File: config.mk
export PLATFORM = sky130hd
export DESIGN_NAME = muldiv_unit
export DESIGN_NICKNAME = d
export VERILOG_FILES = /design/src/rtl/muldiv_unit.sv
export SDC_FILE = /design/constraint.sdc
export NUM_CORES = 1
export LEC_CHECK = 0
export ABC_AREA = 1
export CAP_MARGIN = 15
export CELL_PAD_IN_SITES_DETAIL_PLACEMENT = 2
export CELL_PAD_IN_SITES_GLOBAL_PLACEMENT = 2
export CORE_MARGIN = 4
export CORE_UTILIZATION = 29
export DETAILED_ROUTE_END_ITERATION = 6
export PLACE_DENSITY_LB_ADDON = 0.1
export SLEW_MARGIN = 10
export SYNTH_ARGS = -nofsm -noshare
export SYNTH_HDL_FRONTEND = slang
export SYNTH_SLANG_ARGS = --single-unit
export TNS_END_PERCENT = 20
File: constraint.sdc
create_clock -name clk -period 2.3 [get_ports clk]
set_input_delay 0.575 -clock clk [delete_from_list [all_inputs] [get_ports clk]]
set_output_delay 0.575 -clock clk [all_outputs]
set_load 0.1 [all_outputs]
File: src/rtl/muldiv_unit.sv
// Purpose : iterative RV32M multiply/divide unit (radix-2 shift-add multiply, restoring divide)
// Latency : 34 cycles START edge -> DONE (2 for early-out cases when MULDIV_EARLY_OUT_EN is defined)
// Backpressure: none; START is ignored while busy, except at the edge that ends DONE
//
// Ports: clk/rst_n (async active-low); start/funct3/op_a/op_b/rd_addr request;
//        busy/done status; wb_we/wb_addr/wb_data register-file write-back request.
// Optional feature macro: MULDIV_EARLY_OUT_EN (divide-by-zero, signed overflow and
//        multiply-by-zero skip the iteration phase).
module muldiv_unit #(
   parameter int DATA_WIDTH = 32,
   parameter int ADDR_WIDTH = 5
) (
   input  logic                  clk,
   input  logic                  rst_n,
   input  logic                  start,
   input  logic [2:0]            funct3,
   input  logic [DATA_WIDTH-1:0] op_a,
   input  logic [DATA_WIDTH-1:0] op_b,
   input  logic [ADDR_WIDTH-1:0] rd_addr,
   output logic                  busy,
   output logic                  done,
   output logic                  wb_we,
   output logic [ADDR_WIDTH-1:0] wb_addr,
   output logic [DATA_WIDTH-1:0] wb_data
);

   localparam int W  = DATA_WIDTH;
   localparam int CW = $clog2(DATA_WIDTH);

   typedef enum logic [1:0] {S_IDLE, S_CALC, S_FIN, S_DONE} state_t;

   state_t              state;
   logic [CW-1:0]       cnt;
   logic [2:0]          f3_q;
   logic [ADDR_WIDTH-1:0] rd_q;
   logic [2*W-1:0]      acc;      // mul: {partial hi, multiplier}; div: {remainder, quotient}
   logic [W-1:0]        mag_b;    // multiplicand / divisor magnitude
   logic                a_neg;
   logic                b_neg;
   logic                div0;

   // Load-time decode of the incoming request
   logic                ld_a_sgn, ld_b_sgn, ld_a_neg, ld_b_neg;
   logic [W-1:0]        ld_mag_a, ld_mag_b;
   logic                ld_b_zero, ld_ovf, ld_early;
   logic [2*W-1:0]      ld_acc;
   logic                accept;

   always_comb begin
      ld_a_sgn  = (funct3 == 3'b000) || (funct3 == 3'b001) || (funct3 == 3'b010) ||
                  (funct3 == 3'b100) || (funct3 == 3'b110);
      ld_b_sgn  = (funct3 == 3'b000) || (funct3 == 3'b001) ||
                  (funct3 == 3'b100) || (funct3 == 3'b110);
      ld_a_neg  = ld_a_sgn & op_a[W-1];
      ld_b_neg  = ld_b_sgn & op_b[W-1];
      ld_mag_a  = ld_a_neg ? -op_a : op_a;
      ld_mag_b  = ld_b_neg ? -op_b : op_b;
      ld_b_zero = (op_b == '0);
      ld_ovf    = funct3[2] & ~funct3[0] & (op_a == {1'b1, {(W-1){1'b0}}}) & (op_b == '1);
      ld_acc    = {{W{1'b0}}, ld_mag_a};
      ld_early  = 1'b0;
`ifdef MULDIV_EARLY_OUT_EN
      // Preload the accumulator with the value the full iteration would have produced,
      // so the FIN stage sign/select logic is shared with the normal path.
      if (ld_b_zero) begin
         ld_early = 1'b1;
         ld_acc   = funct3[2] ? {ld_mag_a, {W{1'b1}}} : '0;
      end else if (ld_ovf) begin
         ld_early = 1'b1;
      end
`else
      ld_early  = ld_early & ld_ovf;
`endif
      // A new request is also taken on the edge that ends DONE (back-to-back issue).
      accept    = start && ((state == S_IDLE) || (state == S_DONE));
   end

   // One iteration step
   logic [W:0]     mul_sum;
   logic [W:0]     div_tmp;
   logic [W:0]     div_trial;
   logic [2*W-1:0] calc_next;

   always_comb begin
      mul_sum   = {1'b0, acc[2*W-1:W]} + (acc[0] ? {1'b0, mag_b} : {(W+1){1'b0}});
      // Remainder shifted left with the next dividend bit; fits in W+1 bits since rem < divisor.
      div_tmp   = acc[2*W-1:W-1];
      div_trial = div_tmp - {1'b0, mag_b};
      if (!f3_q[2])
         calc_next = {mul_sum, acc[W-1:1]};
      else if (!div_trial[W])
         calc_next = {div_trial[W-1:0], acc[W-2:0], 1'b1};
      else
         calc_next = {div_tmp[W-1:0], acc[W-2:0], 1'b0};
   end

   // Sign correction and result selection
   logic           res_neg;
   logic [2*W-1:0] prod_fix;
   logic [W-1:0]   quo, rem, fin_res;

   always_comb begin
      res_neg  = a_neg ^ b_neg;
      prod_fix = res_neg ? -acc : acc;
      quo      = acc[W-1:0];
      rem      = acc[2*W-1:W];
      case (f3_q)
         3'b000:                 fin_res = prod_fix[W-1:0];
         3'b001, 3'b010, 3'b011: fin_res = prod_fix[2*W-1:W];
         // Divide-by-zero returns all ones irrespective of the operand signs.
         3'b100, 3'b101:         fin_res = (res_neg && !div0) ? -quo : quo;
         default:                fin_res = a_neg ? -rem : rem;
      endcase
   end

   always_ff @(posedge clk or negedge rst_n) begin
      if (!rst_n) begin
         state   <= S_IDLE;
         cnt     <= '0;
         f3_q    <= '0;
         rd_q    <= '0;
         acc     <= '0;
         mag_b   <= '0;
         a_neg   <= 1'b0;
         b_neg   <= 1'b0;
         div0    <= 1'b0;
         busy    <= 1'b0;
         done    <= 1'b0;
         wb_we   <= 1'b0;
         wb_addr <= '0;
         wb_data <= '0;
      end else begin
         case (state)
            S_IDLE: ;
            S_CALC: begin
               acc <= calc_next;
               cnt <= cnt + 1'b1;
               if (cnt == CW'(W-1))
                  state <= S_FIN;
            end
            S_FIN: begin
               wb_data <= fin_res;
               wb_addr <= rd_q;
               wb_we   <= (rd_q != '0);
               done    <= 1'b1;
               state   <= S_DONE;
            end
            default: begin
               done  <= 1'b0;
               wb_we <= 1'b0;
               busy  <= 1'b0;
               state <= S_IDLE;
            end
         endcase
         if (accept) begin
            f3_q  <= funct3;
            rd_q  <= rd_addr;
            acc   <= ld_acc;
            mag_b <= ld_mag_b;
            a_neg <= ld_a_neg;
            b_neg <= ld_b_neg;
            div0  <= ld_b_zero;
            cnt   <= '0;
            busy  <= 1'b1;
            state <= ld_early ? S_FIN : S_CALC;
         end
      end
   end

endmodule
# --- Word-level counts from Yosys, hierarchy flattened ---
# Index checks and enable logic that the tools add are counted.
totals:
  register_bits: 154
  latchBits: 0
  ram_bits: 0
  mem_bits_ro: 0
  inputBits: 75
  wordCells: 82
  n_memories: 0
op_classes:
  add_sub_neg: 8
  n_mul: 0
  div: 0
  n_lt_le_gt_ge: 0
  n_eq_ne: 16
  n_shift: 0
  n_mux: 20
  n_bitwise: 3
  reduce_logical: 21
ops:
  columns: ["op", "n"]
  rows:
  - ["64-bit two-way mux", 5]
  - ["32-bit two-way mux", 5]
  - ["32-bit negator", 4]
  - ["32-bit one-hot mux with 3 select lines", 1]
  - ["64-bit negator", 1]
  - ["32-bit by 32-bit adder with 33-bit output", 1]
  - ["33-bit by 32-bit subtractor with 33-bit output", 1]
  - ["32-bit logical NOT", 1]
  - ["3-bit == test, second input constant", 4]
  - ["5-bit two-way mux", 2]
  - ["3-bit by 2-bit == test with 1-bit output, second input constant", 3]
  - ["1-bit logical OR", 7]
  - ["3-bit by 1-bit == test with 1-bit output, second input constant", 2]
  - ["3-bit logical NOT", 2]
  - ["2-bit one-hot mux with 3 select lines", 1]
  - ["3-bit OR reduction", 2]
  - ["5-bit by 1-bit adder with 5-bit output, second input constant", 1]
  - ["5-bit == test, second input constant", 1]
  - ["5-bit nonzero test", 1]
  - ["2-bit == test, second input constant", 2]
  - ["2-bit two-way mux", 2]
  - ["1-bit one-hot mux with 2 select lines", 2]
  - ["2-bit OR reduction", 2]
  - ["3-bit != test, second input constant", 1]
  - ["other kinds (11)", 14]

# --- Logic depth before layout (Yosys ltp) ---
# Gate-level depths: netlist (run 1).
depth:
  word_depth: 8
  depth_mapped: 20
  ltp_nobuf: 19

# --- Least setup slack after synthesis (run 1) ---
# Ideal clock, no wire load.
synth_timing:
  path_kind: "flip-flop to flip-flop"
  start: "reg acc[0]"
  end: "reg acc[59]"
  arrival_time_ps: 2349
  t_required_ps: 2184
  setup_slack_ps: -166
  stages_incl_launch_ff: 20
  synth_period_minus_slack_ps: 2466
  path_cell_list: "dfrtp_1 > buf_6 > clkbuf_1 > nand2_1 > inv_1 > ha_1 > inv_1 > fa_1 > o21ai_2 > nand2_1 > nand2_1 > nand2_1 > nand2_1 > nand3_1 > nand3_1 > nand2_1 > nor2_1 > nor2_1 > nand2_1 > nand2_1"
synth_via:
  elab_chain_len: 5
synth_rtl:
  columns: ["element", "line_no", "text"]
  rows:
  - ["from (decl)", "36", "logic [2*W-1:0] acc;"]
  - ["from (signal assigned)", "136", "acc <= calc_next;"]
  - ["from (signal assigned)", "158", "acc <= ld_acc;"]
  - ["32-bit two-way mux", "85", "mul_sum = {1'b0, acc[2*W-1:W]} + (acc[0] ? {1'b0, mag_b} : {(W+1){1'b0}});"]
  - ["32-bit by 32-bit adder with 33-bit output", "85", null]
  - ["64-bit two-way mux", "89", "if (!f3_q[2])"]
  - ["64-bit two-way mux", "133", "case (state)"]
  - ["64-bit two-way mux", "155", "if (accept) begin"]
# Every way passes these cells. The select of a mux whose other input is x is not followed.
# A chain may end at the register's enable or synchronous reset.

# --- Final worst setup path (run 1) ---
layout_timing:
  start: "reg acc[31]"
  end: "reg acc[33]"
layout_via:
  elab_chain_len: 5
layout_rtl:
  columns: ["element", "line_no", "text"]
  rows:
  - ["33-bit by 32-bit subtractor with 33-bit output", "88", "div_trial = div_tmp - {1'b0, mag_b};"]
  - ["64-bit two-way mux", "91", "else if (!div_trial[W])"]
  - ["64-bit two-way mux", "89", null]
  - ["64-bit two-way mux", "133", null]
  - ["64-bit two-way mux", "155", null]
# Every way passes these cells. The select of a mux whose other input is x is not followed.

==> report_table.html, run 1 <==
<table>
<tr><th>Metric</th><th>Value</th></tr>
<tr><th colspan="2">Timing</th></tr>
<tr><td>Hold Fails Final Rpt</td><td>0</td></tr>
<tr><td>Setup Total Neg Slack</td><td>-18,540 ps</td></tr>
<tr><td>Final Critical Period</td><td>2790 ps</td></tr>
<tr><td>Fin. max-slew vios</td><td>0</td></tr>
<tr><td>Least-Margin Pin Slew</td><td>583 ps</td></tr>
<tr><td>Unrepaired setup endpoints after global routing</td><td>true</td></tr>
<tr><td>Post-route fraction of the period consumed by the critical path</td><td>121%</td></tr>
<tr><td>Worst slew margin relative to its limit</td><td>61.1%</td></tr>
<tr><td>Final worst setup slack</td><td>-493 ps</td></tr>
<tr><td>Final setup violating endpoints</td><td>64</td></tr>
<tr><td>Final clock skew</td><td>33.5 ps</td></tr>
<tr><td>Maximum clock rate</td><td>0.358 GHz</td></tr>
<tr><th colspan="2">Floorplan</th></tr>
<tr><td>I/O pin total</td><td>115</td></tr>
<tr><td>Area enclosed by the die boundary</td><td>0.0650 mm2</td></tr>
<tr><td>Starting density of the core</td><td>29.3%</td></tr>
<tr><td>Width of the die</td><td>255 um</td></tr>
<tr><td>Die H</td><td>255 um</td></tr>
<tr><td>Floorplan core area</td><td>0.0604 mm2</td></tr>
<tr><td>Num rows</td><td>90</td></tr>
<tr><th colspan="2">Routing</th></tr>
<tr><td>Average detailed-routed wire length per instance</td><td>26.2 um</td></tr>
<tr><td>Post-detailed-route count of antenna-violating nets</td><td>0</td></tr>
<tr><td>Final routed DRC violation total</td><td>0</td></tr>
<tr><td>Via Count</td><td>24.7k</td></tr>
<tr><td>Routed wire length</td><td>118 mm</td></tr>
<tr><td>Via density per instance</td><td>5.46</td></tr>
<tr><td>Met1 WL</td><td>52.9 mm</td></tr>
<tr><td>Total iterations of the first detailed-routing run</td><td>5</td></tr>
<tr><td>Top metal layer carrying routed signals</td><td>met5</td></tr>
<tr><td>Total met2 wirelength after detailed routing</td><td>54.2 mm</td></tr>
<tr><td>Detail Route met3 WL</td><td>7.27 mm</td></tr>
<tr><td>Number of violations reported at the end of detailed-routing iteration 0</td><td>2,152</td></tr>
<tr><th colspan="2">Synthesis</th></tr>
<tr><td>Synthesized area per cell</td><td>5.80 um2</td></tr>
<tr><td>Sequential element share of the synthesized area</td><td>21.8%</td></tr>
<tr><td>Summed instance area of the synthesized netlist</td><td>0.0177 mm2</td></tr>
<tr><td>Distinct cells, synth</td><td>58</td></tr>
<tr><td>Net count after synthesis</td><td>3,200</td></tr>
<tr><td>Cells after Synth</td><td>3,048</td></tr>
<tr><td>Share of flip-flops with an asynchronous set or reset after synthesis</td><td>100%</td></tr>
<tr><td>Flip-flop cell with the highest count after synthesis</td><td>sky130_fd_sc_hd__dfrtp_1</td></tr>
<tr><td>Post-synth EDFFs</td><td>0</td></tr>
<tr><td>YS warnings</td><td>0</td></tr>
<tr><td>#FFs+latches synth</td><td>154</td></tr>
<tr><th colspan="2">Clocking</th></tr>
<tr><td>Worst skew pair latency</td><td>530 ps</td></tr>
<tr><td>Library cell used as clock root buffer</td><td>sky130_fd_sc_hd__clkbuf_16</td></tr>
<tr><td>Clock transition at path regs</td><td>80 ps</td></tr>
<tr><td>Clock tree from TritonCTS</td><td>yes</td></tr>
<tr><td>Number of CTS-inserted buffers</td><td>17</td></tr>
<tr><td>Max H-tree Level</td><td>4</td></tr>
<tr><td>Max Buffers Root-to-Sink</td><td>2</td></tr>
<tr><td>Number of clock sinks seen by CTS</td><td>154</td></tr>
<tr><th colspan="2">Status</th></tr>
<tr><td>Run status</td><td>complete, but fails checks</td></tr>
<tr><td>Violations in the final reports</td><td>negative setup slack</td></tr>
<tr><th colspan="2">Placement</th></tr>
<tr><td>Placer congestion estimate</td><td>1.02</td></tr>
<tr><td>Port bufs</td><td>114</td></tr>
<tr><td>Final HPWL DP</td><td>85.8 mm</td></tr>
<tr><td>Post-placement cell area</td><td>0.0239 mm2</td></tr>
<tr><th colspan="2">Power and ir drop</th></tr>
<tr><td>Worst voltage drop across the vdd grid</td><td>0.872 mV</td></tr>
<tr><td>Cell leakage power</td><td>13.5 nW</td></tr>
<tr><td>PwrDens</td><td>1700 mW/mm2</td></tr>
<tr><th colspan="2">Global route</th></tr>
<tr><td>Initial antenna violation count</td><td>4</td></tr>
<tr><td>First-pass GRT wire length</td><td>167 mm</td></tr>
<tr><td>Total routing resource utilization after global routing</td><td>33.9%</td></tr>
<tr><td>Pin count of the biggest net entering global routing</td><td>77</td></tr>
<tr><td>Number of global-route vias before repair</td><td>26.5k</td></tr>
<tr><td>Total congestion overflow</td><td>0</td></tr>
<tr><th colspan="2">Flow run</th></tr>
<tr><td>Max_cap viols</td><td>0</td></tr>
<tr><th colspan="2">Finish</th></tr>
<tr><td>Non-Filler Cell Area, Final</td><td>0.0265 mm2</td></tr>
<tr><td>Net count reported at finish</td><td>3,878</td></tr>
<tr><td>Proportion of layout cells with a drive suffix above 1</td><td>30.9%</td></tr>
<tr><td>Post-synthesis to final-layout area growth</td><td>49.9%</td></tr>
<tr><th colspan="2">Hold path</th></tr>
<tr><td>Worst Hold Path EP</td><td>wb_data[18]</td></tr>
<tr><td>Path category of the worst min-delay check</td><td>reg -&gt; reg</td></tr>
<tr><td>Origin of the worst min-delay path</td><td>wb_data[18]</td></tr>
<tr><td>Hold-critical path depth</td><td>2</td></tr>
<tr><th colspan="2">Setup path</th></tr>
<tr><td>CP Data Required Time</td><td>2730 ps</td></tr>
<tr><td>Register-to-register setup slack</td><td>-490 ps</td></tr>
<tr><td>Crit path largest cell delay</td><td>410 ps</td></tr>
<tr><td>Critical Path AT</td><td>3230 ps</td></tr>
<tr><td>Worst flop-to-flop path endpoint</td><td>acc[33]</td></tr>
<tr><td>Worst reg2reg startpoint</td><td>acc[31]</td></tr>
<tr><td>Ordered list of cells on the worst path</td><td>inv_2 -&gt; ha_4 -&gt; fa_2 -&gt; inv_2 -&gt; nand2_2 -&gt; nand2_2 -&gt; nand3_2 -&gt; nand2_2 -&gt; nand2_2 -&gt; nand2_4 -&gt; nand2_4 -&gt; nand2_4 -&gt; buf_6 -&gt; nand2_4 -&gt; nand2_8 -&gt; buf_6 -&gt; nand2_1 -&gt; nand3_1 -&gt; nand3_1 -&gt; nand2_1</td></tr>
<tr><td>Kind of critical path</td><td>reg -&gt; reg</td></tr>
<tr><td>Critical path fanouts, max</td><td>6</td></tr>
<tr><td>Depth of the worst register-to-register path</td><td>20</td></tr>
<tr><td>Kind of start point of the critical path</td><td>flip-flop</td></tr>
<tr><td>Slowest library cell on the worst path</td><td>sky130_fd_sc_hd__dfrtp_1</td></tr>
<tr><td>Critical path capture point type</td><td>flip-flop</td></tr>
</table>
[metrics by stage]
| stage | total power, mW | hold WS [ps] | setup slack, ps | utilization, % | instances |
|---|---|---|---|---|---|
| after floorplan | 21.1 | 279 | -1.46 | - | 3048 |
| after global placement | 34.4 | 464 | -401 | 39.6 | 4437 |
| after detailed placement | 35.8 | 471 | -504 | 39.6 | 4437 |
| after CTS | 41.1 | 491 | -207 | 42.5 | 4506 |
| after global routing | 47.3 | 515 | -557 | 43.9 | 4522 |
| final | 45.2 | 484 | -493 | 43.9 | 4522 |
[registers in the layout, indices dropped and copies added (netlist names)]
| signal | flops |
|---|---|
| wb_addr | 5 |
| rd_q | 5 |
| wb_data | 32 |
| cnt | 5 |
| state | 2 |
| a_neg | 1 |
| b_neg | 1 |
| acc | 64 |
| mag_b | 32 |
| f3_q | 3 |
| wb_we | 1 |
| done | 1 |
| div0 | 1 |
| busy | 1 |
[layout by cell type, fill, tap and decap left out, types with 13 or more instances in the layout]
cell,netlist,layout
sky130_fd_sc_hd__nand3b_1,20,20
sky130_fd_sc_hd__ha_1,75,39
sky130_fd_sc_hd__nand2_2,18,72
sky130_fd_sc_hd__inv_1,406,384
sky130_fd_sc_hd__buf_4,6,659
sky130_fd_sc_hd__a21oi_2,2,35
sky130_fd_sc_hd__nor2_1,272,214
sky130_fd_sc_hd__nand3_2,4,36
sky130_fd_sc_hd__nand3_1,257,222
sky130_fd_sc_hd__xor2_1,32,31
sky130_fd_sc_hd__a31oi_1,24,22
sky130_fd_sc_hd__o21ai_0,215,194
sky130_fd_sc_hd__o21ai_2,5,13
sky130_fd_sc_hd__o21ai_1,31,41
sky130_fd_sc_hd__ha_4,0,33
sky130_fd_sc_hd__clkdlybuf4s50_1,0,73
sky130_fd_sc_hd__buf_12,0,18
sky130_fd_sc_hd__nand2_1,977,915
sky130_fd_sc_hd__nor3_1,33,25
sky130_fd_sc_hd__o211ai_1,16,16
sky130_fd_sc_hd__dfrtp_1,154,109
sky130_fd_sc_hd__inv_2,20,40
sky130_fd_sc_hd__nand4_1,42,42
sky130_fd_sc_hd__dfrtp_2,0,45
sky130_fd_sc_hd__nor2_4,13,33
sky130_fd_sc_hd__a21oi_1,188,152
sky130_fd_sc_hd__clkbuf_16,0,19
sky130_fd_sc_hd__xnor2_1,19,19
sky130_fd_sc_hd__nor2_2,20,58
[report_power, final]
group	internal [mW]	leakage, nW	switching, mW
registers	3.96	1.85	1.45
clock network	1.78	0.320	1.68
logic	12.9	11.3	23.4
total	18.6	13.5	26.6
[cells by family (layout without fill, tap and decap cells)]
kind of cell,after synthesis,in the layout,synth area share (%)
AOI/OAI and AO/OA,540,540,16.8
xor gates and xnor gates,51,51,2.53
adders and majority gates,77,77,5.53
buffers and inverters,532,1223,11.9
DFF,154,154,21.8
other,0,1,0
and+or+nand+nor,1694,1694,41.5
[cells in the mapped netlist (18+ instances only)]
cell                       instances  share of area [%]
sky130_fd_sc_hd__nand2_2          18               0.64
sky130_fd_sc_hd__buf_2            22               0.62
sky130_fd_sc_hd__nor2_1          272                5.8
sky130_fd_sc_hd__clkbuf_1         59                1.3
sky130_fd_sc_hd__o21ai_0         215                6.1
sky130_fd_sc_hd__a21oi_1         188                5.3
sky130_fd_sc_hd__nand3_1         257                7.3
sky130_fd_sc_hd__xnor2_1          19               0.94
sky130_fd_sc_hd__inv_2            20               0.42
sky130_fd_sc_hd__nand4_1          42                1.5
sky130_fd_sc_hd__nor3_1           33               0.93
sky130_fd_sc_hd__nor2_2           20               0.71
sky130_fd_sc_hd__a31oi_1          24               0.85
sky130_fd_sc_hd__xor2_1           32                1.6
sky130_fd_sc_hd__nand2_1         977                 21
sky130_fd_sc_hd__nand3b_1         20               0.85
sky130_fd_sc_hd__inv_1           406                8.6
sky130_fd_sc_hd__o21ai_1          31               0.88
sky130_fd_sc_hd__dfrtp_1         154                 22
sky130_fd_sc_hd__ha_1             75                5.3
[repair_timing]
item	in CTS	in global routing
gates cloned	0	3
hold buffers	1	0
buffers inserted	37	12
endpoints found under the setup margin	65	91
pin swaps	35	48
resized for setup	212	178
endpoints found under the hold margin	7	0
[layout make-up]
type	instances	area, um2
diodes	1	2.50
clock buffers	17	425
clock inverters	15	225
fillers	7329	33900
inverters	428	1610
multi-input cells	2362	13100
flip-flops and latches	154	3910
well taps	782	978
repair buffers	763	6210
[worst max path at each step]
stage                          to  slack, ps  startpoint
final                     acc[33]       -490     acc[31]
after floorplan           acc[62]         -1     acc[31]
after CTS                 acc[63]       -210      acc[0]
after global routing      acc[42]       -560     acc[31]
after detailed placement  acc[59]       -500   mag_b[17]
after global placement    acc[59]       -400   mag_b[17]
[critical path, delay by kind of cell (launching register included)]
family	cells	cell delay, ps
fa+ha+maj	2	590
buf+inv	4	430
flops	1	410
simple gates	14	1260
[metal layers]
| layer | vias to the layer above | global-route usage [%] |
|---|---|---|
| li1 | 11200 | - |
| met1 | 12600 | 46.5 |
| met2 | 789 | 54.1 |
| met3 | 148 | 5.90 |
| met4 | 2 | 11.9 |
| met5 | - | 0 |
No activity file was read; power rests on OpenSTA's default activity.
==> run 2, diff against run 1 <==
--- a/config.mk
+++ b/config.mk
@@ -9,6 +9,7 @@
 export CAP_MARGIN = 15
 export CELL_PAD_IN_SITES_DETAIL_PLACEMENT = 2
 export CELL_PAD_IN_SITES_GLOBAL_PLACEMENT = 2
+export CORE_ASPECT_RATIO = 0.6
 export CORE_MARGIN = 4
 export CORE_UTILIZATION = 29
 export DETAILED_ROUTE_END_ITERATION = 6
==> report_table.html, run 2 (synthesis results as in run 1) <==
<table>
<tr><th>Metric</th><th>Value</th></tr>
<tr><th colspan="2">Status</th></tr>
<tr><td>Run status</td><td>complete, but fails checks (unchanged)</td></tr>
<tr><td>Violations in the final reports</td><td>negative setup slack (unchanged)</td></tr>
<tr><th colspan="2">Timing</th></tr>
<tr><td>Post-route fraction of the period consumed by the critical path</td><td>134% (was 121%)</td></tr>
<tr><td>Least-Margin Pin Slew</td><td>1180 ps (was 583 ps)</td></tr>
<tr><td>Final worst setup slack</td><td>-783 ps (was -493 ps)</td></tr>
<tr><td>Final setup violating endpoints</td><td>69 (was 64)</td></tr>
<tr><td>Worst hold slack after final layout</td><td>11.9 ps (was 484 ps)</td></tr>
<tr><td>Setup Total Neg Slack</td><td>-35,310 ps (was -18,540 ps)</td></tr>
<tr><td>Hold Fails Final Rpt</td><td>0 (unchanged)</td></tr>
<tr><td>Fin. max-slew vios</td><td>0 (unchanged)</td></tr>
<tr><td>Maximum clock rate</td><td>0.324 GHz (was 0.358 GHz)</td></tr>
<tr><td>Final Critical Period</td><td>3080 ps (was 2790 ps)</td></tr>
<tr><td>Final clock skew</td><td>30.0 ps (was 33.5 ps)</td></tr>
<tr><td>Worst slew margin relative to its limit</td><td>20.4% (was 61.1%)</td></tr>
<tr><td>Unrepaired setup endpoints after global routing</td><td>true (unchanged)</td></tr>
<tr><th colspan="2">Global route</th></tr>
<tr><td>Total congestion overflow</td><td>0 (unchanged)</td></tr>
<tr><td>Initial antenna violation count</td><td>7 (was 4)</td></tr>
<tr><td>Number of global-route vias before repair</td><td>27.4k (was 26.5k)</td></tr>
<tr><td>Pin count of the biggest net entering global routing</td><td>45 (was 77)</td></tr>
<tr><td>Total routing resource utilization after global routing</td><td>37.3% (was 33.9%)</td></tr>
<tr><td>First-pass GRT wire length</td><td>182 mm (was 167 mm)</td></tr>
<tr><th colspan="2">Clocking</th></tr>
<tr><td>Worst skew pair latency</td><td>520 ps (was 530 ps)</td></tr>
<tr><td>Max H-tree Level</td><td>4 (unchanged)</td></tr>
<tr><td>Number of CTS-inserted buffers</td><td>17 (unchanged)</td></tr>
<tr><td>Clock transition at path regs</td><td>110 ps (was 80 ps)</td></tr>
<tr><td>Number of clock sinks seen by CTS</td><td>154 (unchanged)</td></tr>
<tr><td>Max Buffers Root-to-Sink</td><td>2 (unchanged)</td></tr>
<tr><td>Library cell used as clock root buffer</td><td>sky130_fd_sc_hd__clkbuf_16 (unchanged)</td></tr>
<tr><td>Clock tree from TritonCTS</td><td>yes (unchanged)</td></tr>
<tr><th colspan="2">Floorplan</th></tr>
<tr><td>I/O pin total</td><td>115 (unchanged)</td></tr>
<tr><td>Area enclosed by the die boundary</td><td>0.0651 mm2 (was 0.0650 mm2)</td></tr>
<tr><td>Floorplan core area</td><td>0.0597 mm2 (was 0.0604 mm2)</td></tr>
<tr><td>Num rows</td><td>69 (was 90)</td></tr>
<tr><td>Starting density of the core</td><td>29.6% (was 29.3%)</td></tr>
<tr><td>Width of the die</td><td>327 um (was 255 um)</td></tr>
<tr><td>Die H</td><td>199 um (was 255 um)</td></tr>
<tr><th colspan="2">Finish</th></tr>
<tr><td>Commonest non-fill, non-tap cells in the layout</td><td>sky130_fd_sc_hd__nand2_1, sky130_fd_sc_hd__buf_4, sky130_fd_sc_hd__inv_1, sky130_fd_sc_hd__nor2_1, sky130_fd_sc_hd__nand3_1 (was sky130_fd_sc_hd__nand2_1, sky130_fd_sc_hd__buf_4, sky130_fd_sc_hd__inv_1, sky130_fd_sc_hd__nand3_1, sky130_fd_sc_hd__nor2_1)</td></tr>
<tr><td>Register ranked first by flip-flop count</td><td>acc (unchanged)</td></tr>
<tr><td>Post-synthesis to final-layout area growth</td><td>59.8% (was 49.9%)</td></tr>
<tr><td>Net count reported at finish</td><td>3,943 (was 3,878)</td></tr>
<tr><td>Number of flip-flops in the largest register</td><td>64 (unchanged)</td></tr>
<tr><td>Largest registers</td><td>acc (64), mag_b (32), wb_data (32) (unchanged)</td></tr>
<tr><td>Most frequent standard cell in the layout excluding fill and tap cells</td><td>sky130_fd_sc_hd__nand2_1 (unchanged)</td></tr>
<tr><td>Proportion of layout cells with a drive suffix above 1</td><td>35.2% (was 30.9%)</td></tr>
<tr><th colspan="2">Placement</th></tr>
<tr><td>Placer congestion estimate</td><td>1.01 (was 1.02)</td></tr>
<tr><td>Port bufs</td><td>114 (unchanged)</td></tr>
<tr><td>Final HPWL DP</td><td>95.4 mm (was 85.8 mm)</td></tr>
<tr><th colspan="2">Power and ir drop</th></tr>
<tr><td>Cell leakage power</td><td>14.2 nW (was 13.5 nW)</td></tr>
<tr><td>PwrDens</td><td>1810 mW/mm2 (was 1700 mW/mm2)</td></tr>
<tr><td>Worst voltage drop across the vdd grid</td><td>0.813 mV (was 0.872 mV)</td></tr>
<tr><th colspan="2">Setup path</th></tr>
<tr><td>Kind of start point of the critical path</td><td>flip-flop (unchanged)</td></tr>
<tr><td>CP Data Required Time</td><td>2670 ps (was 2730 ps)</td></tr>
<tr><td>Kind of critical path</td><td>reg -&gt; reg (unchanged)</td></tr>
<tr><td>Ordered list of cells on the worst path</td><td>buf_4 -&gt; buf_4 -&gt; nor2_1 -&gt; nand2_1 -&gt; buf_4 -&gt; nor2_2 -&gt; nand4_1 -&gt; nor2_2 -&gt; nand2_1 -&gt; nand2_1 -&gt; nand2_1 -&gt; nand3_1 -&gt; nand4_1 -&gt; nand2_1 -&gt; nand2_1 (was inv_2 -&gt; ha_4 -&gt; fa_2 -&gt; inv_2 -&gt; nand2_2 -&gt; nand2_2 -&gt; nand3_2 -&gt; nand2_2 -&gt; nand2_2 -&gt; nand2_4 -&gt; nand2_4 -&gt; nand2_4 -&gt; buf_6 -&gt; nand2_4 -&gt; nand2_8 -&gt; buf_6 -&gt; nand2_1 -&gt; nand3_1 -&gt; nand3_1 -&gt; nand2_1)</td></tr>
<tr><td>Crit path largest cell delay</td><td>410 ps (about the same)</td></tr>
<tr><td>Largest delay share family, worst path</td><td>simple AND/OR/NAND/NOR gates (unchanged)</td></tr>
<tr><td>Number of gates on the worst path with buffers counted</td><td>15 (was 20)</td></tr>
<tr><td>Buffer and inverter count on the worst path</td><td>3 (was 4)</td></tr>
<tr><td>Critical path capture point type</td><td>flip-flop (unchanged)</td></tr>
<tr><td>Cell with the most instances on the worst path</td><td>sky130_fd_sc_hd__nand2_1</td></tr>
<tr><td>Slowest library cell on the worst path</td><td>sky130_fd_sc_hd__dfrtp_1 (unchanged)</td></tr>
<tr><td>Depth of the worst register-to-register path</td><td>15 (was 20)</td></tr>
<tr><td>Critical path fanouts, max</td><td>3 (was 6)</td></tr>
<tr><td>Critical Path AT</td><td>3460 ps (was 3230 ps)</td></tr>
<tr><th colspan="2">Routing</th></tr>
<tr><td>Via density per instance</td><td>5.95 (was 5.46)</td></tr>
<tr><td>Total met2 wirelength after detailed routing</td><td>60.0 mm (was 54.2 mm)</td></tr>
<tr><td>Top metal layer carrying routed signals</td><td>met5 (unchanged)</td></tr>
<tr><td>Number of violations reported at the end of detailed-routing iteration 0</td><td>3,232 (was 2,152)</td></tr>
<tr><td>Detail Route met3 WL</td><td>17.5 mm (was 7.27 mm)</td></tr>
<tr><td>Via Count</td><td>27.5k (was 24.7k)</td></tr>
<tr><td>Post-detailed-route count of antenna-violating nets</td><td>0 (unchanged)</td></tr>
<tr><td>Routed wire length</td><td>147 mm (was 118 mm)</td></tr>
<tr><td>Final routed DRC violation total</td><td>0 (unchanged)</td></tr>
<tr><td>Average detailed-routed wire length per instance</td><td>31.8 um (was 26.2 um)</td></tr>
<tr><td>Met1 WL</td><td>61.5 mm (was 52.9 mm)</td></tr>
<tr><td>Total iterations of the first detailed-routing run</td><td>5 (unchanged)</td></tr>
<tr><th colspan="2">Hold path</th></tr>
<tr><td>Path category of the worst min-delay check</td><td>in -&gt; async (was reg -&gt; reg)</td></tr>
<tr><th colspan="2">Flow run</th></tr>
<tr><td>Max_cap viols</td><td>0 (unchanged)</td></tr>
</table>
-- run 2: final cells by class --
cell class                      count  area (um2)
Fill cell                        7038       31500
Multi-Input combinational cell   2363       14000
Timing Repair Buffer              827        7060
Sequential cell                   154        3890
Inverter                          428        1620
Tap cell                          816        1020
Clock buffer                       17         425
Clock inverter                     15         191
Antenna cell                        4        10.0
-- run 2: routing by layer --
metal / GRT usage, % / vias to the layer above
li1: - / 11300
met1: 55.3 / 13900
met2: 53.7 / 1782
met3: 9.44 / 504
met4: 9.01 / 4
met5: 0 / -
-- run 2: worst reg2reg max path, delay by kind of cell, from the launching register on --
family	cells	cell delay, ps
simple gates	12	2060
buf+inv	3	500
flops	1	410
-- run 2: repair_timing --
item,4_1_cts,5_1_grt
buffers inserted,25,22
pin swaps,76,80
hold buffers,0,0
endpoints found under the setup margin,71,97
cloned,2,6
gates resized for setup,364,271
-- run 2: power breakdown --
group / internal [mW] / leakage [nW] / total (mW) / switching, mW
Clock: 1.50 / 0.301 / 3.27 / 1.77
Sequential: 3.93 / 1.87 / 5.58 / 1.65
Combinational: 14.5 / 12.0 / 42.2 / 27.7
-- run 2: worst paths after layout --
kind	startpoint	to	slack, ps
min	rst_n	acc[59]	10
min reg2reg	wb_data[18]	wb_data[18]	490
max reg2reg	acc[33]	wb_data[31]	-780
min in group clk	wb_data[18]	wb_data[18]	490
max in group asynchronous	rst_n	mag_b[25]	1490
max	acc[33]	wb_data[31]	-780
-- run 2: stage by stage --
stage	setup slack [ps]	instance area (um2)	power, mW	cells	util [%]
after floorplan	-1.46	17700	21.1	3048	-
after global placement	-511	24600	36.2	4533	41.2
after detailed placement	-622	24600	37.8	4533	41.2
after CTS	-324	26900	43.5	4592	45.0
after global routing	-827	28200	52.2	4621	47.3
final	-783	28300	51.1	4624	47.3
==> run 3, diff against run 2 <==
--- a/config.mk
+++ b/config.mk
@@ -13,7 +13,7 @@
 export CORE_MARGIN = 4
 export CORE_UTILIZATION = 29
 export DETAILED_ROUTE_END_ITERATION = 6
-export PLACE_DENSITY_LB_ADDON = 0.1
+export PLACE_DENSITY = 0.89
 export SLEW_MARGIN = 10
 export SYNTH_ARGS = -nofsm -noshare
 export SYNTH_HDL_FRONTEND = slang
==> report_table.html, run 3 <==
<table>
<tr><th>Metric</th><th>Value</th></tr>
<tr><th colspan="2">Placement</th></tr>
<tr><td>Placer congestion estimate</td><td>1.01 (about the same)</td></tr>
<tr><td>Number of placed instances with taps included</td><td>4,462 (was 4,533)</td></tr>
<tr><td>Post-placement cell area</td><td>0.0239 mm2 (was 0.0246 mm2)</td></tr>
<tr><td>Port bufs</td><td>114 (unchanged)</td></tr>
<tr><td>Final HPWL DP</td><td>108 mm (was 95.4 mm)</td></tr>
<tr><th colspan="2">Synthesis</th></tr>
<tr><td>Area share of the largest cell type after synthesis</td><td>21.8% (unchanged)</td></tr>
<tr><td>Distinct cells, synth</td><td>58 (unchanged)</td></tr>
<tr><td>Most frequent cell after synthesis</td><td>sky130_fd_sc_hd__nand2_1 (unchanged)</td></tr>
<tr><td>#FFs+latches synth</td><td>154 (unchanged)</td></tr>
<tr><td>Cells after Synth</td><td>3,048 (unchanged)</td></tr>
<tr><td>Net count after synthesis</td><td>3,200 (unchanged)</td></tr>
<tr><td>Synthesized area per cell</td><td>5.80 um2 (unchanged)</td></tr>
<tr><td>Share of flip-flops with an asynchronous set or reset after synthesis</td><td>100% (unchanged)</td></tr>
<tr><td>Sequential element share of the synthesized area</td><td>21.8% (unchanged)</td></tr>
<tr><td>Flip-flop cell with the highest count after synthesis</td><td>sky130_fd_sc_hd__dfrtp_1 (unchanged)</td></tr>
<tr><td>Dominant cells by area after synthesis</td><td>sky130_fd_sc_hd__dfrtp_1, sky130_fd_sc_hd__nand2_1, sky130_fd_sc_hd__inv_1 (unchanged)</td></tr>
<tr><td>Post-synth EDFFs</td><td>0 (unchanged)</td></tr>
<tr><td>Ranking of synthesized cells by instance count</td><td>sky130_fd_sc_hd__nand2_1, sky130_fd_sc_hd__inv_1, sky130_fd_sc_hd__nor2_1 (unchanged)</td></tr>
<tr><td>Cell accounting for the most synthesized area</td><td>sky130_fd_sc_hd__dfrtp_1 (unchanged)</td></tr>
<tr><td>YS warnings</td><td>0 (unchanged)</td></tr>
<tr><td>Summed instance area of the synthesized netlist</td><td>0.0177 mm2 (unchanged)</td></tr>
<tr><th colspan="2">Clocking</th></tr>
<tr><td>Library cell used as clock root buffer</td><td>sky130_fd_sc_hd__clkbuf_16 (unchanged)</td></tr>
<tr><td>Number of setup buffers added after CTS</td><td>31 (was 25)</td></tr>
<tr><td>Quantity of gates resized following cts</td><td>372 (was 364)</td></tr>
<tr><td>Max H-tree Level</td><td>4 (unchanged)</td></tr>
<tr><td>Total of hold buffers inserted after clock tree synthesis</td><td>0 (unchanged)</td></tr>
<tr><td>Max Buffers Root-to-Sink</td><td>2 (unchanged)</td></tr>
<tr><td>Number of CTS-inserted buffers</td><td>17 (unchanged)</td></tr>
<tr><td>Number of clock sinks seen by CTS</td><td>154 (unchanged)</td></tr>
<tr><th colspan="2">Floorplan</th></tr>
<tr><td>Width of the die</td><td>327 um (unchanged)</td></tr>
<tr><td>I/O pin total</td><td>115 (unchanged)</td></tr>
<tr><td>Die H</td><td>199 um (unchanged)</td></tr>
<tr><td>Starting density of the core</td><td>29.6% (unchanged)</td></tr>
<tr><td>Num rows</td><td>69 (unchanged)</td></tr>
<tr><th colspan="2">Status</th></tr>
<tr><td>First reported error</td><td>[ERROR DPL-0033] detailed placement checks failed during check placement.</td></tr>
<tr><td>Terminating stage of the flow</td><td>clock tree synthesis</td></tr>
<tr><td>Run status</td><td>did not finish (was complete, but fails checks)</td></tr>
</table>
-- run 3: cell counts after synthesis --
No cell type changed its count.
-- run 3: per-stage QoR --
step                      hold WS [ps]  util [%]  setup WS (ps)
after detailed placement           477      39.9           -882
after global placement             466      39.9           -423
after floorplan                    279         -          -1.46
-- run 3: kinds of logic after synthesis --
group	synth area share [%]
XOR/XNOR	2.53
AO/OA/AOI/OAI	16.8
AND/OR/NAND/NOR	41.5
buffers and inverters	11.9
flip-flops	21.8
adder cells (fa/ha/maj)	5.53
==> run 4, diff against run 3 <==
--- a/config.mk
+++ b/config.mk
@@ -7,13 +7,10 @@
 export LEC_CHECK = 0
 export ABC_AREA = 1
 export CAP_MARGIN = 15
-export CELL_PAD_IN_SITES_DETAIL_PLACEMENT = 2
-export CELL_PAD_IN_SITES_GLOBAL_PLACEMENT = 2
-export CORE_ASPECT_RATIO = 0.6
 export CORE_MARGIN = 4
-export CORE_UTILIZATION = 29
+export CORE_UTILIZATION = 40
 export DETAILED_ROUTE_END_ITERATION = 6
-export PLACE_DENSITY = 0.89
+export PLACE_DENSITY_LB_ADDON = 0.15
 export SLEW_MARGIN = 10
 export SYNTH_ARGS = -nofsm -noshare
 export SYNTH_HDL_FRONTEND = slang
==> constraint.sdc (replaced) <==
create_clock -name clk -period 3 [get_ports clk]
set_input_delay 0.75 -clock clk [delete_from_list [all_inputs] [get_ports clk]]
set_output_delay 0.75 -clock clk [all_outputs]
set_load 0.1 [all_outputs]
==> report_table.html, run 4 (synthesis results as in run 1) <==
<table>
<tr><th>Metric</th><th>Value</th></tr>
<tr><th colspan="2">Status</th></tr>
<tr><td>Run status</td><td>complete, no violations (was did not finish)</td></tr>
<tr><th colspan="2">Routing</th></tr>
<tr><td>Post-detailed-route count of antenna-violating nets</td><td>0</td></tr>
<tr><td>Average detailed-routed wire length per instance</td><td>20.3 um</td></tr>
<tr><td>Routed wire length</td><td>76.9 mm</td></tr>
<tr><td>Final routed DRC violation total</td><td>0</td></tr>
<tr><td>Via Count</td><td>20.6k</td></tr>
<tr><td>Number of violations reported at the end of detailed-routing iteration 0</td><td>1,998</td></tr>
<tr><td>Total iterations of the first detailed-routing run</td><td>6</td></tr>
<tr><td>Via density per instance</td><td>5.46</td></tr>
<tr><th colspan="2">Finish</th></tr>
<tr><td>Net count reported at finish</td><td>3,335</td></tr>
<tr><td># fillers</td><td>4,722</td></tr>
<tr><td>Commonest non-fill, non-tap cells in the layout</td><td>sky130_fd_sc_hd__nand2_1, sky130_fd_sc_hd__inv_1, sky130_fd_sc_hd__nor2_1, sky130_fd_sc_hd__nand3_1, sky130_fd_sc_hd__o21ai_0</td></tr>
<tr><td>Number of flip-flops in the largest register</td><td>64</td></tr>
<tr><td>Most frequent standard cell in the layout excluding fill and tap cells</td><td>sky130_fd_sc_hd__nand2_1</td></tr>
<tr><td>Post-synthesis to final-layout area growth</td><td>15.8%</td></tr>
<tr><td>Proportion of layout cells with a drive suffix above 1</td><td>9.26%</td></tr>
<tr><td>Register ranked first by flip-flop count</td><td>acc</td></tr>
<tr><td>Largest registers</td><td>acc (64), mag_b (32), wb_data (32)</td></tr>
<tr><th colspan="2">Global route</th></tr>
<tr><td>Total routing resource utilization after global routing</td><td>31.8%</td></tr>
<tr><td>Pin count of the biggest net entering global routing</td><td>78</td></tr>
<tr><td>Number of global-route vias before repair</td><td>18.9k</td></tr>
<tr><td>Initial antenna violation count</td><td>1</td></tr>
<tr><td>Total congestion overflow</td><td>0</td></tr>
<tr><td>First-pass GRT wire length</td><td>115 mm</td></tr>
<tr><th colspan="2">Setup path</th></tr>
<tr><td>Start point of the critical path</td><td>acc[31]</td></tr>
<tr><td>Critical Path AT</td><td>3250 ps</td></tr>
<tr><td>Ordered list of cells on the worst path</td><td>buf_4 -&gt; nor2_1 -&gt; nand2_1 -&gt; nor3_1 -&gt; nand2_1 -&gt; o21ai_4 -&gt; nand3_1 -&gt; nand3_1 -&gt; nand4_1 -&gt; nand2_1 -&gt; nand2_1</td></tr>
<tr><td>Kind of critical path</td><td>reg -&gt; reg</td></tr>
<tr><td>Largest delay share family, worst path</td><td>simple AND/OR/NAND/NOR gates</td></tr>
<tr><td>Worst flop-to-flop path endpoint</td><td>wb_data[11]</td></tr>
<tr><td>Cell with the most instances on the worst path</td><td>sky130_fd_sc_hd__nand2_1</td></tr>
<tr><td>Depth of the worst register-to-register path</td><td>11</td></tr>
<tr><td>Kind of start point of the critical path</td><td>flip-flop</td></tr>
<tr><td>Critical path capture point type</td><td>flip-flop</td></tr>
<tr><td>Buffer and inverter count on the worst path</td><td>1</td></tr>
<tr><td>Worst reg2reg startpoint</td><td>acc[31]</td></tr>
<tr><td>Slowest library cell on the worst path</td><td>sky130_fd_sc_hd__dfrtp_1</td></tr>
<tr><td>Crit path largest cell delay</td><td>400 ps</td></tr>
<tr><td>Critical path fanouts, max</td><td>6</td></tr>
<tr><td>Register-to-register setup slack</td><td>120 ps</td></tr>
<tr><td>CP Data Required Time</td><td>3370 ps</td></tr>
<tr><th colspan="2">Clocking</th></tr>
<tr><td>Number of clock sinks seen by CTS</td><td>154 (unchanged)</td></tr>
<tr><td>Worst skew pair latency</td><td>490 ps</td></tr>
<tr><td>Clock transition at path regs</td><td>70 ps</td></tr>
<tr><td>Library cell used as clock root buffer</td><td>sky130_fd_sc_hd__clkbuf_16 (unchanged)</td></tr>
<tr><td>Max H-tree Level</td><td>4 (unchanged)</td></tr>
<tr><td>Max Buffers Root-to-Sink</td><td>2 (unchanged)</td></tr>
<tr><td>Number of CTS-inserted buffers</td><td>17 (unchanged)</td></tr>
<tr><td>Clock tree from TritonCTS</td><td>yes</td></tr>
<tr><td>Number of setup buffers added after CTS</td><td>0 (was 31)</td></tr>
<tr><th colspan="2">Power and ir drop</th></tr>
<tr><td>Part of the total power dissipated in the clock network</td><td>9.2%</td></tr>
<tr><td>Combinational group share of total power</td><td>75.0%</td></tr>
<tr><td>Cell leakage power</td><td>10.6 nW</td></tr>
<tr><td>PwrDens</td><td>1230 mW/mm2</td></tr>
<tr><td>Net switching component of the power</td><td>15.5 mW</td></tr>
<tr><td>Worst voltage drop across the vdd grid</td><td>0.787 mV</td></tr>
<tr><td>Switching share of total power</td><td>61.2%</td></tr>
<tr><td>Proportion of power drawn by flip-flops and latches</td><td>15.8%</td></tr>
<tr><td>Int Power</td><td>9.78 mW</td></tr>
<tr><th colspan="2">Timing</th></tr>
<tr><td>Unrepaired setup endpoints after global routing</td><td>false</td></tr>
<tr><td>Final clock skew</td><td>16.8 ps</td></tr>
<tr><td>Worst slew margin relative to its limit</td><td>48.9%</td></tr>
<tr><td>Final setup violating endpoints</td><td>0</td></tr>
<tr><td>Maximum clock rate</td><td>0.348 GHz</td></tr>
<tr><td>Hold Fails Final Rpt</td><td>0</td></tr>
<tr><td>Final Critical Period</td><td>2880 ps</td></tr>
<tr><td>Setup Total Neg Slack</td><td>0 ps</td></tr>
<tr><td>Worst hold slack after final layout</td><td>240 ps</td></tr>
<tr><td>Least-Margin Pin Slew</td><td>765 ps</td></tr>
<tr><td>Fin. max-slew vios</td><td>0</td></tr>
<tr><td>Post-route fraction of the period consumed by the critical path</td><td>95.8%</td></tr>
<tr><th colspan="2">Hold path</th></tr>
<tr><td>Path category of the worst min-delay check</td><td>in -&gt; async</td></tr>
<tr><th colspan="2">Floorplan</th></tr>
<tr><td>Width of the die</td><td>218 um (was 327 um)</td></tr>
<tr><td>Area enclosed by the die boundary</td><td>0.0476 mm2</td></tr>
<tr><td>Floorplan core area</td><td>0.0434 mm2</td></tr>
<tr><td>I/O pin total</td><td>115 (unchanged)</td></tr>
<tr><td>Num rows</td><td>76 (was 69)</td></tr>
<tr><td>Starting density of the core</td><td>40.8% (was 29.6%)</td></tr>
<tr><td>Die H</td><td>218 um (was 199 um)</td></tr>
<tr><th colspan="2">Placement</th></tr>
<tr><td>Final HPWL DP</td><td>62.6 mm (was 108 mm)</td></tr>
<tr><td>Placer congestion estimate</td><td>0.991 (was 1.01)</td></tr>
<tr><td>Port bufs</td><td>114 (unchanged)</td></tr>
<tr><th colspan="2">Flow run</th></tr>
<tr><td>Max_cap viols</td><td>0</td></tr>
</table>
==> run 4: final cells by class <==
cell class                 count  area [um2]  share of cell area, %
multi-input combinational   2362       11700                   57.4
inverter                     428        1610                   7.85
tap                          585         732                   3.58
clock inverter                13         168                  0.819
sequential                   154        3850                   18.8
timing repair buffer         220        1930                   9.41
clock buffer                  18         429                   2.10
antenna                        2        5.00                 0.0244
==> run 4: worst max path at each step <==
| stage | slack, ps | endpoint | depth (start not counted) |
|---|---|---|---|
| floorplan | 530 | acc[59] | 19 |
| global placement | 90 | acc[16] | 13 |
| detailed placement | 60 | mag_b[28] | 15 |
| CTS | 250 | wb_data[11] | 11 |
| global route | 10 | wb_data[2] | 16 |
| finish | 120 | wb_data[11] | 11 |
==> run 4: metrics by stage <==
stage                     total power, mW  utilization, %  std cells  area, um2  setup WS, ps
after detailed placement             22.4            45.8       3749      19900          55.0
after floorplan                      16.2               -       3048      17700           534
after CTS                            24.8            47.2       3780      20500           248
after global placement               22.3            45.8       3749      19900          92.5
after global routing                 27.1            47.2       3780      20500          14.1
final                                25.2            47.2       3782      20500           125
==> run 4: metal layers <==
layer	wire length [um]	vias to the layer above	GRT usage, %
li1	-	10100	-
met1	36300	9485	47.2
met2	29500	937	42.2
met3	8170	111	10.0
met4	2920	2	12.1
met5	7	-	0
==> run 4: power groups by stage <==
stage          Combinational (mW)  Clock (mW)  Sequential, mW
2_1_floorplan                10.8           0            5.39
3_3_place_gp                 18.3           0            3.95
3_5_place_dp                 18.4           0            3.97
4_1_cts                      18.5        2.36            3.94
5_1_grt                      20.6        2.43            4.07
6_report                     18.9        2.33            3.98
==> run 4: what timing repair did <==
action,4_1_cts,5_1_grt
setup endpoints to repair,0,1
gates resized for setup,0,1
hold buffers,0,0
==> run 4: worst register-to-register path: cells and delay by family (launching register included) <==
family                 cells  cell delay [ps]
AND/OR/NAND/NOR            9             1870
AO/OA/AOI/OAI              1              310
buffers and inverters      1              180
flip-flops                 1              400
